==> src/rtl/mem_arbiter_pkg.sv <==
// rtl/mem_arbiter_pkg.sv - shared bus widths, op codes and arbiter encodings
package mem_arbiter_pkg;

    localparam int DATA_BUS = 16;
    localparam int ADDR_BUS = 18;

    localparam logic OP_RD = 1'b0;
    localparam logic OP_WR = 1'b1;

    typedef enum logic [1:0] {
        ARB_IDLE  = 2'd0,
        ARB_ISSUE = 2'd1,
        ARB_WAIT  = 2'd2,
        ARB_CAPT  = 2'd3
    } arb_state_t;

    typedef enum logic [1:0] {
        GNT_NONE = 2'd0,
        GNT_IF   = 2'd1,
        GNT_MEM  = 2'd2
    } grant_t;

endpackage

==> src/rtl/mem_arbiter.sv <==
// rtl/mem_arbiter.sv - two-port IF/MEM arbiter sequencing the SRAM driver protocol
module mem_arbiter
    import mem_arbiter_pkg::*;
#(
    parameter int DATA_W = DATA_BUS,
    parameter int ADDR_W = ADDR_BUS
) (
    input  logic              clk_50MHz,
    input  logic              rst,
    input  logic              if_req,
    input  logic [ADDR_W-1:0] if_addr,
    output logic [DATA_W-1:0] if_rdata,
    output logic              if_done,
    input  logic              mem_req,
    input  logic              mem_we,
    input  logic [ADDR_W-1:0] mem_addr,
    input  logic [DATA_W-1:0] mem_wdata,
    output logic [DATA_W-1:0] mem_rdata,
    output logic              mem_done,
    output logic              busy,
    output logic              drv_en,
    output logic              drv_op,
    output logic [ADDR_W-1:0] drv_addr,
    output logic [DATA_W-1:0] drv_wdata,
    input  logic [DATA_W-1:0] drv_rdata
);

    arb_state_t state, next_state;
    grant_t     grant;
    logic       accept_mem;
    logic       accept_if;

    always_ff @(posedge clk_50MHz) begin
        if (rst) begin
            state <= ARB_IDLE;
        end else begin
            state <= next_state;
        end
    end

    // MEM wins any tie; IF is only looked at when mem_req is low.
    always_comb begin
        next_state = state;
        accept_mem = 1'b0;
        accept_if  = 1'b0;
        case (state)
            ARB_IDLE: begin
                if (mem_req) begin
                    accept_mem = 1'b1;
                    next_state = ARB_ISSUE;
                end else if (if_req) begin
                    accept_if  = 1'b1;
                    next_state = ARB_ISSUE;
                end
            end
            ARB_ISSUE: next_state = ARB_WAIT;
            ARB_WAIT:  next_state = ARB_CAPT;
            ARB_CAPT:  next_state = ARB_IDLE;
            default:   next_state = ARB_IDLE;
        endcase
    end

    assign busy = (state != ARB_IDLE);

    // Driver-side fields load only on accept so the bus stays stable through IDLE.
    always_ff @(posedge clk_50MHz) begin
        if (rst) begin
            grant     <= GNT_NONE;
            drv_en    <= 1'b0;
            drv_op    <= OP_RD;
            drv_addr  <= '0;
            drv_wdata <= '0;
            if_rdata  <= '0;
            mem_rdata <= '0;
            if_done   <= 1'b0;
            mem_done  <= 1'b0;
        end else begin
            drv_en   <= (next_state == ARB_ISSUE);
            if_done  <= 1'b0;
            mem_done <= 1'b0;
            if (accept_mem) begin
                grant     <= GNT_MEM;
                drv_op    <= mem_we;
                drv_addr  <= mem_addr;
                drv_wdata <= mem_wdata;
            end else if (accept_if) begin
                grant    <= GNT_IF;
                drv_op   <= OP_RD;
                drv_addr <= if_addr;
            end
            if (state == ARB_CAPT) begin
                grant <= GNT_NONE;
                case (grant)
                    GNT_IF: begin
                        if_rdata <= drv_rdata;
                        if_done  <= 1'b1;
                    end
                    GNT_MEM: begin
                        if (drv_op == OP_RD) begin
                            mem_rdata <= drv_rdata;
                        end
                        mem_done <= 1'b1;
                    end
                    default: ;
                endcase
            end
        end
    end

endmodule

==> config.mk <==
export PLATFORM = sky130hd
export DESIGN_NAME = mem_arbiter
export DESIGN_NICKNAME = d
export VERILOG_FILES = /design/src/rtl/mem_arbiter_pkg.sv /design/src/rtl/mem_arbiter.sv
export SDC_FILE = /design/constraint.sdc
export NUM_CORES = 1
export LEC_CHECK = 0
export ABC_AREA = 1
export BUFFER_PORTS_ARGS = -buffer_cell sky130_fd_sc_hd__buf_4
export CAP_MARGIN = 20
export CORE_UTILIZATION = 47
export CTS_CLUSTER_DIAMETER = 40
export DETAILED_ROUTE_END_ITERATION = 6
export GPL_ROUTABILITY_DRIVEN = 0
export PLACE_DENSITY = 0.83
export SLEW_MARGIN = 10
export SYNTH_ARGS = -nofsm -noshare
export SYNTH_HDL_FRONTEND = slang
export SYNTH_SLANG_ARGS = --single-unit
export TNS_END_PERCENT = 5
==> constraint.sdc <==
create_clock -name clk_50MHz -period 1.7 [get_ports clk_50MHz]
set_input_delay 0.085 -clock clk_50MHz [delete_from_list [all_inputs] [get_ports clk_50MHz]]
set_output_delay 0.085 -clock clk_50MHz [all_outputs]
set_load 0.01 [all_outputs]
==> Yosys cells after proc, flatten, opt, wreduce, memory -nomap -nowiden <==
Cells that the tools add are included.
{ "totals": {"input_bits": 73, "register_bits": 74} }
{ "classes": {"muxes": 16, "n_eq_ne": 6, "n_reduce_logical": 8, "bitwise_logic": 2} }
{ "op_table": {"columns": ["operator", "n"], "rows": [
  ["$mux 18", 2],
  ["$mux 1", 9],
  ["$mux 2", 4],
  ["$pmux 2 s4", 1],
  ["$eq 2x1->1 const B", 3],
  ["$eq 2x2->1 const B", 3],
  ["$reduce_bool 2->1", 2],
  ["$reduce_or 2->1", 2],
  ["$reduce_and 3->1", 1],
  ["$reduce_or 3->1", 1],
  ["$logic_not 2->1", 1],
  ["$not 1->1", 2],
  ["$reduce_and 2->1", 1]
]} }

==> Longest topological paths before layout <==
Gate-level depths: netlist of run 1.
{ "logic_depth": {"depth_word": 5, "mapped_depth": 9} }

==> Least setup slack after synthesis of run 1 <==
OpenSTA, ideal clock, no wires.
{ "synth_path": {"path_type": "register to register", "from": "reg state[0]", "to": "reg drv_addr[10]", "path_buffers": 2, "setup_ns": 0.064, "path_stages_with_launch": 10, "arrival_ns": 1.216, "period_less_slack_ns": 1.280, "slack_ns": 0.420, "cell_sequence": "dfxtp_1 -> inv_1 -> ha_1 -> buf_2 -> nand2_4 -> buf_2 -> nand2_1 -> nand2_1 -> nor2_1 -> nor2_1"} }
{ "synth_via": {"elab_chain_cells": 3} }
{ "synth_rtl": {"columns": ["element", "line", "source"], "rows": [
  ["start: declaration", "mem_arbiter.sv:28", "arb_state_t state, next_state;"],
  ["start signal: assignment", "mem_arbiter.sv:37", "state <= next_state;"],
  ["$logic_not 2->1 (*)", "mem_arbiter.sv:46", "case (state)"],
  ["$mux 1", "mem_arbiter.sv:46", null],
  ["$mux 18 / $reduce_bool 2->1 (equally long branches)", null, null],
  ["end signal: assignment", "mem_arbiter.sv:84", "drv_addr <= mem_addr;"],
  ["end signal: assignment", "mem_arbiter.sv:89", "drv_addr <= if_addr;"],
  ["end: declaration", "mem_arbiter.sv:23", "output logic [ADDR_W-1:0] drv_addr,"]
]} }
Every way passes the cells marked *; elsewhere a longest branch is shown, timed or not.
A chain may end at the register's enable or synchronous reset.

==> Worst setup path in the final report of run 1 <==
{ "layout_path": {"from": "reg state[0]", "to": "out busy"} }
{ "layout_via": {"elab_chain_cells": 1} }
{ "layout_rtl": {"columns": ["element", "line", "source"], "rows": [
  ["$reduce_bool 2->1", "mem_arbiter.sv:63", "assign busy = (state != ARB_IDLE);"],
  ["end: declaration", "mem_arbiter.sv:20", "output logic busy,"]
]} }
Every way passes these cells.

==> results of run 1 <==
## state kept, by name, indices dropped and copies added (netlist names)
signal	count
mem_done	1
grant	2
drv_addr	18
state	2
drv_wdata	16
mem_rdata	16
drv_en	1
if_done	1
drv_op	1
if_rdata	16
## cell usage after synthesis
cell	count	area, um^2
a21oi_1	19	95.1
buf_1	1	3.75
buf_2	12	60.1
buf_4	6	45.0
buf_6	3	33.8
clkbuf_1	6	22.5
dfxtp_1	74	1480
ha_1	3	37.5
inv_1	44	165
inv_2	2	7.51
nand2_1	111	417
nand2_2	1	6.26
nand2_4	1	11.3
nand3_1	34	170
nand3_2	1	10.0
nand3b_1	1	7.51
nand4_1	16	100
nor2_1	108	405
nor2_2	1	6.26
nor2_4	2	22.5
nor3_1	1	5.00
o21ai_0	16	80.1
o21ai_4	1	16.3
## cell families after synthesis
family	share of synthesized area [%]
compound gates	5.97
fa+ha+maj	1.17
buf+inv	10.5
flops	46.2
simple gates	36.2
## cell type report
cell class	instances	share of cell area, %
Sequential cell	74	32.1
Inverter	46	3.74
Clock buffer	11	3.06
Multi-Input combinational cell	317	30.3
Clock inverter	5	1.68
Tap cell	77	2.09
Timing Repair Buffer	161	27.1
## per-stage QoR
step | cell area, um^2 | util [%] | instances | power, uW
final | 4620 | 71.5 | 691 | 6210
after global routing | 4620 | 71.5 | 691 | 6630
after CTS | 4610 | 71.4 | 690 | 6200
after detailed placement | 4270 | 66.1 | 662 | 4680
after global placement | 4270 | 66.1 | 662 | 4590
after floorplan | 3210 | - | 464 | 3810
## how the worst max path moves through the flow
stage                         to  depth (start not counted)  slack [ps]      from
finish                      busy                          5         100  state[0]
global route                busy                          5          10  state[0]
CTS                         busy                          5          90  state[0]
detailed placement  drv_addr[11]                          7         140  state[0]
global placement          drv_op                          6         240  state[0]
floorplan           drv_addr[10]                          9         420  state[0]
## report_power, final
| group | internal (uW) | total, uW | switching, uW |
|---|---|---|---|
| Sequential | 2080 | 2280 | 207 |
| Combinational | 1000 | 2420 | 1410 |
| Clock | 862 | 1510 | 645 |
## worst max-delay path: stages, from the launching register on
cell and delay, ps:
dfxtp_1 330, inv_1 100, ha_1 250, buf_4 240, inv_1 90, buf_4 150
## cells in the final DEF, fill, tap and decap left out
cell	n
a21oi_1	19
nor3_1	1
dlygate4sd3_1	12
nor2_1	108
nand4_1	16
o21ai_2	1
dfxtp_1	74
buf_12	1
inv_2	2
o21ai_4	1
nor2_4	2
buf_4	148
clkbuf_1	1
nand2_4	1
nand3_1	34
nand3b_1	1
clkinvlp_4	1
clkbuf_8	10
nand2_2	1
ha_1	3
inv_1	44
o21ai_0	16
bufinv_16	2
nand2_1	111
clkinv_2	2
nand3_2	1
nor2_2	1
## timing repair
item                       4_1_cts  5_1_grt
hold endpoints to repair        12        0
hold buffers                    12        0
setup endpoints to repair        0        1
gates resized for setup          0        0
buffers inserted                 0        0
## metal layers
| metal | track usage (%) | part of all wire [%] |
|---|---|---|
| met1 | 29.5 | 40 |
| met2 | 44.3 | 50 |
| met3 | 6.29 | 8.3 |
| met4 | 11.2 | 1.9 |
| met5 | 0 | 0 |
==> results.tsv, run 1 <==
metric	value	unit
Sink Count	74	
crit-path max FO	16	
DR pass1 iterations	7	
RSZ-0062 raised after global routing	no	
leakage	0.00232	uW
Req. time, crit path	1620	ps
Setup CP Type	reg -> out	
# port buffers	143	
Hold Crit Start	mem_wdata[0]	
Seq/Total Area, Yosys	46.2	%
setup slack after layout	103	ps
Seq cells post-synth	74	
number of fill cells in the layout	534	
net count after synthesis	540	
distinct cell type count after synthesis	23	
Final Hold Vio Count	0	
share of post-route cells with drive strength above 1	28.3	%
final slew viol count	0	
Relative slew margins	53.5	%
Tmin final	1600	ps
Core Box Area	6460	um^2
antenna violations before repair	0	
hold-critical path depth	3	
Max Cap Viol	0	
post-DR wirelength/cell	12.7	um
Clock Latency Late Sink	360	ps
critical path arrival	1510	ps
GRT Overall Usage	25.4	%
largest net degree at the start of global routing	51	
CTS tree	built	
minimum hold slack	1.50	ps
Worst Setup Start Kind	flip-flop	
Worst-Margin Slew	697	ps
HP Class	in -> reg	
Final setup violation count	0	
total grt overflow	0	
period utilisation layout	93.9	%
clock skew	12.6	ps
Multi-input gate area	1400	um^2
DIE WIDTH	84.6	um
vias per cell	4.93	
die area	7160	um^2
initial core utilization	49.7	%
DP Wirelength	6170	um
Inserted Diodes	0	
die height	84.6	um
Seq. cell area	1480	um^2
Synth Area per Inst	6.92	um^2
vias in the first global route	3052	
PD cells	1340	nW/um^2
fmax	626	MHz
routed vias	3406	
Hold Path End	drv_wdata[0]	
reg2reg setup slack	150	ps
number of cell rows	29	
Inserted Clock Buffers	9	
Yosys warnings	0	
clock root buffer	clkbuf_8	
Setup WS pre-CTS	141	ps
Syn Inst Count	464	
area grow syn2layout	43.9	%
first-pass GRT wire length	14300	um
Final ANT Viol Nets	0	
residual DRC count	12	
status	complete, but fails checks	
Longest Clk Path Bufs	2	
Setup TNS Final	0	ps
reg2reg end	drv_op	
depth of the most critical reg-to-reg path	6	
worst r2r src	state[0]	
Routed WL	8760	um
Reg clk slew, reported paths	70	ps
fin nets	685	
H-tree depth	3	
Max rail drop VDD	0.000772	V
I/O pins	144	
drt first-iter violations	152	
Crit. End Element	primary output	
Cell Area, Synth	3210	um^2
violated checks	DRC	
(Power assumes the default switching activity.)
==> run 2, diff against run 1 <==
--- a/config.mk
+++ b/config.mk
@@ -12,6 +12,7 @@
 export CTS_CLUSTER_DIAMETER = 40
 export DETAILED_ROUTE_END_ITERATION = 6
 export GPL_ROUTABILITY_DRIVEN = 0
+export GPL_TIMING_DRIVEN = 0
 export PLACE_DENSITY = 0.83
 export SLEW_MARGIN = 10
 export SYNTH_ARGS = -nofsm -noshare
==> results.tsv, run 2 (synthesis gave the netlist of run 1 again) <==
metric	value	unit	change
status	complete, but fails checks		
violated checks	DRC		
Max Cap Viol	0		unchanged
DR pass1 iterations	7		unchanged
depth of the most critical reg-to-reg path	9		+3
Final ANT Viol Nets	0		unchanged
leakage	0.00236	uW	+1.5%
routed vias	3456		+1.5%
DP Wirelength	6590	um	+6.8%
Crit. End Element	flip-flop		
Final setup violation count	0		unchanged
Critical Path, Cell by Cell	inv_1, ha_1, buf_2, nand2_4, buf_2, nand2_1, nand2_1, nor2_1, nor2_1		
clock root buffer	clkbuf_8		
placed insts	684		+3.3%
Layout Cells excl Fill	709		+2.6%
final slew viol count	0		unchanged
slowest stage delay, CP	380	ps	+50 ps
antenna violations before repair	0		unchanged
share of post-route cells with drive strength above 1	29.4	%	+1.1 points
post-DR wirelength/cell	12.4	um	-2.3%
post-CTS setup buffers	0		unchanged
number of fill cells in the layout	537		+0.56%
vias in the first global route	3241		+6.2%
Inserted Diodes	0		unchanged
Worst-Margin Slew	496	ps	-202 ps
hold-critical path depth	3		unchanged
Most flops, register	drv_addr		
DIE WIDTH	84.6	um	unchanged
Clock Latency Late Sink	350	ps	about the same
number of cell rows	29		unchanged
H-tree depth	3		unchanged
Sink Count	74		unchanged
Seq pwr share	38.1	%	+1.3 points
crit-path max FO	10		-6
GRT Overall Usage	25.7	%	+0.27 points
die area	7160	um^2	unchanged
first-pass GRT wire length	14500	um	+1.5%
Req. time, crit path	1990	ps	+370 ps
Relative slew margins	66.9	%	+13 points
Core Box Area	6460	um^2	unchanged
Final Hold Vio Count	0		unchanged
vias per cell	4.87		-1.1%
clock skew	4.84	ps	-7.76 ps
die height	84.6	um	unchanged
most frequent cells in the layout	buf_4, nand2_1, nor2_1, dfxtp_1, inv_1		
Routed WL	8780	um	+0.21%
Reg clk slew, reported paths	70	ps	about the same
post-cts sizing count	0		unchanged
Sw Share	37.8	%	+1.3 points
Tmin final	1510	ps	-88.9 ps
Internal Power	3700	uW	-6.0%
post-layout util	72.0	%	+0.45 points
drt first-iter violations	186		+22%
Comb pwr share	42.2	%	+3.3 points
Longest Clk Path Bufs	2		unchanged
area grow syn2layout	44.8	%	
Setup CP Type	reg -> reg		
critical path arrival	1790	ps	+280 ps
total grt overflow	0		unchanged
max reg flops	18		unchanged
CTS tree	built		
Worst Setup Start Kind	flip-flop		
most common cell after layout, fill and taps aside	buf_4		
critical path's slowest cell	dfxtp_1		
RSZ-0062 raised after global routing	no		
PD cells	1280	nW/um^2	-4.6%
residual DRC count	10		-2
fmax	663	MHz	+5.9%
fin nets	705		+2.9%
clock network fraction of total power	19.7	%	-4.6 points
HP Class	in -> reg		
Inserted Clock Buffers	9		unchanged
Max rail drop VDD	0.000832	V	+7.7%
largest net degree at the start of global routing	12		-76%
# port buffers	143		unchanged
# hold bufs at CTS	11		-1
initial core utilization	49.7	%	unchanged
period utilisation layout	88.7	%	-5.2 points
Setup TNS Final	0	ps	unchanged
Psw	2250	uW	-0.55%
I/O pins	144		unchanged
## run 2: changes by cell type in the layout (fill, tap and decap cells not counted)
cell / delta
buf_1: +1
buf_12: -1
buf_2: +12
buf_4: +1
buf_6: +3
bufinv_16: -2
clkbuf_1: +6
dlygate4sd3_1: -1
o21ai_2: -1
## run 2: power groups by stage
stage          Clock (uW)  Combinational, uW  Sequential [uW]
6_report             1170               2510             2270
3_3_place_gp            0               2450             2290
3_5_place_dp            0               2490             2300
4_1_cts              1170               2520             2270
5_1_grt              1260               2820             2310
2_1_floorplan           0               1390             2420
## run 2: routing by layer
layer | GRT usage [%] | up-vias | part of all wire, %
met3 | 6.19 | 19 | 9.2
met4 | 11.1 | 0 | 2.2
li1 | - | 1762 | -
met2 | 44.1 | 173 | 48
met1 | 30.6 | 1502 | 40
met5 | 0 | - | 0
## run 2: worst paths after layout
path | from | endpoint | slack, ps
max | state[0] | drv_addr[9] | 190
max reg2reg | state[0] | drv_addr[9] | 190
min | mem_wdata[7] | drv_wdata[7] | 7
min reg2reg | if_rdata[10] | if_rdata[10] | 470
## run 2: cell type report
class	instances	area (um^2)	area share, %
Buffer	28	165	3.55
Clock buffer	11	141	3.04
Clock inverter	3	17.5	0.377
Inverter	46	173	3.71
Multi-Input combinational cell	316	1390	29.9
Sequential cell	74	1480	31.9
Tap cell	77	96.3	2.07
Timing Repair Buffer	154	1180	25.5
## run 2: critical path: cells and delay by family (launching register included)
family / cells / cell delay [ps]
fa+ha+maj: 1 / 190
simple gates: 5 / 400
flops: 1 / 380
buf+inv: 3 / 470
## run 2: metrics by stage
step / power (uW) / setup slack, ps / cell area (um^2) / hold slack, ps
after floorplan: 3810 / 420 / 3210 / 232
after global placement: 4730 / 243 / 4380 / 336
after detailed placement: 4790 / 210 / 4380 / 342
after CTS: 5970 / 187 / 4650 / 3.50
after global routing: 6400 / 27.2 / 4650 / 14.5
final: 5960 / 192 / 4650 / 6.58
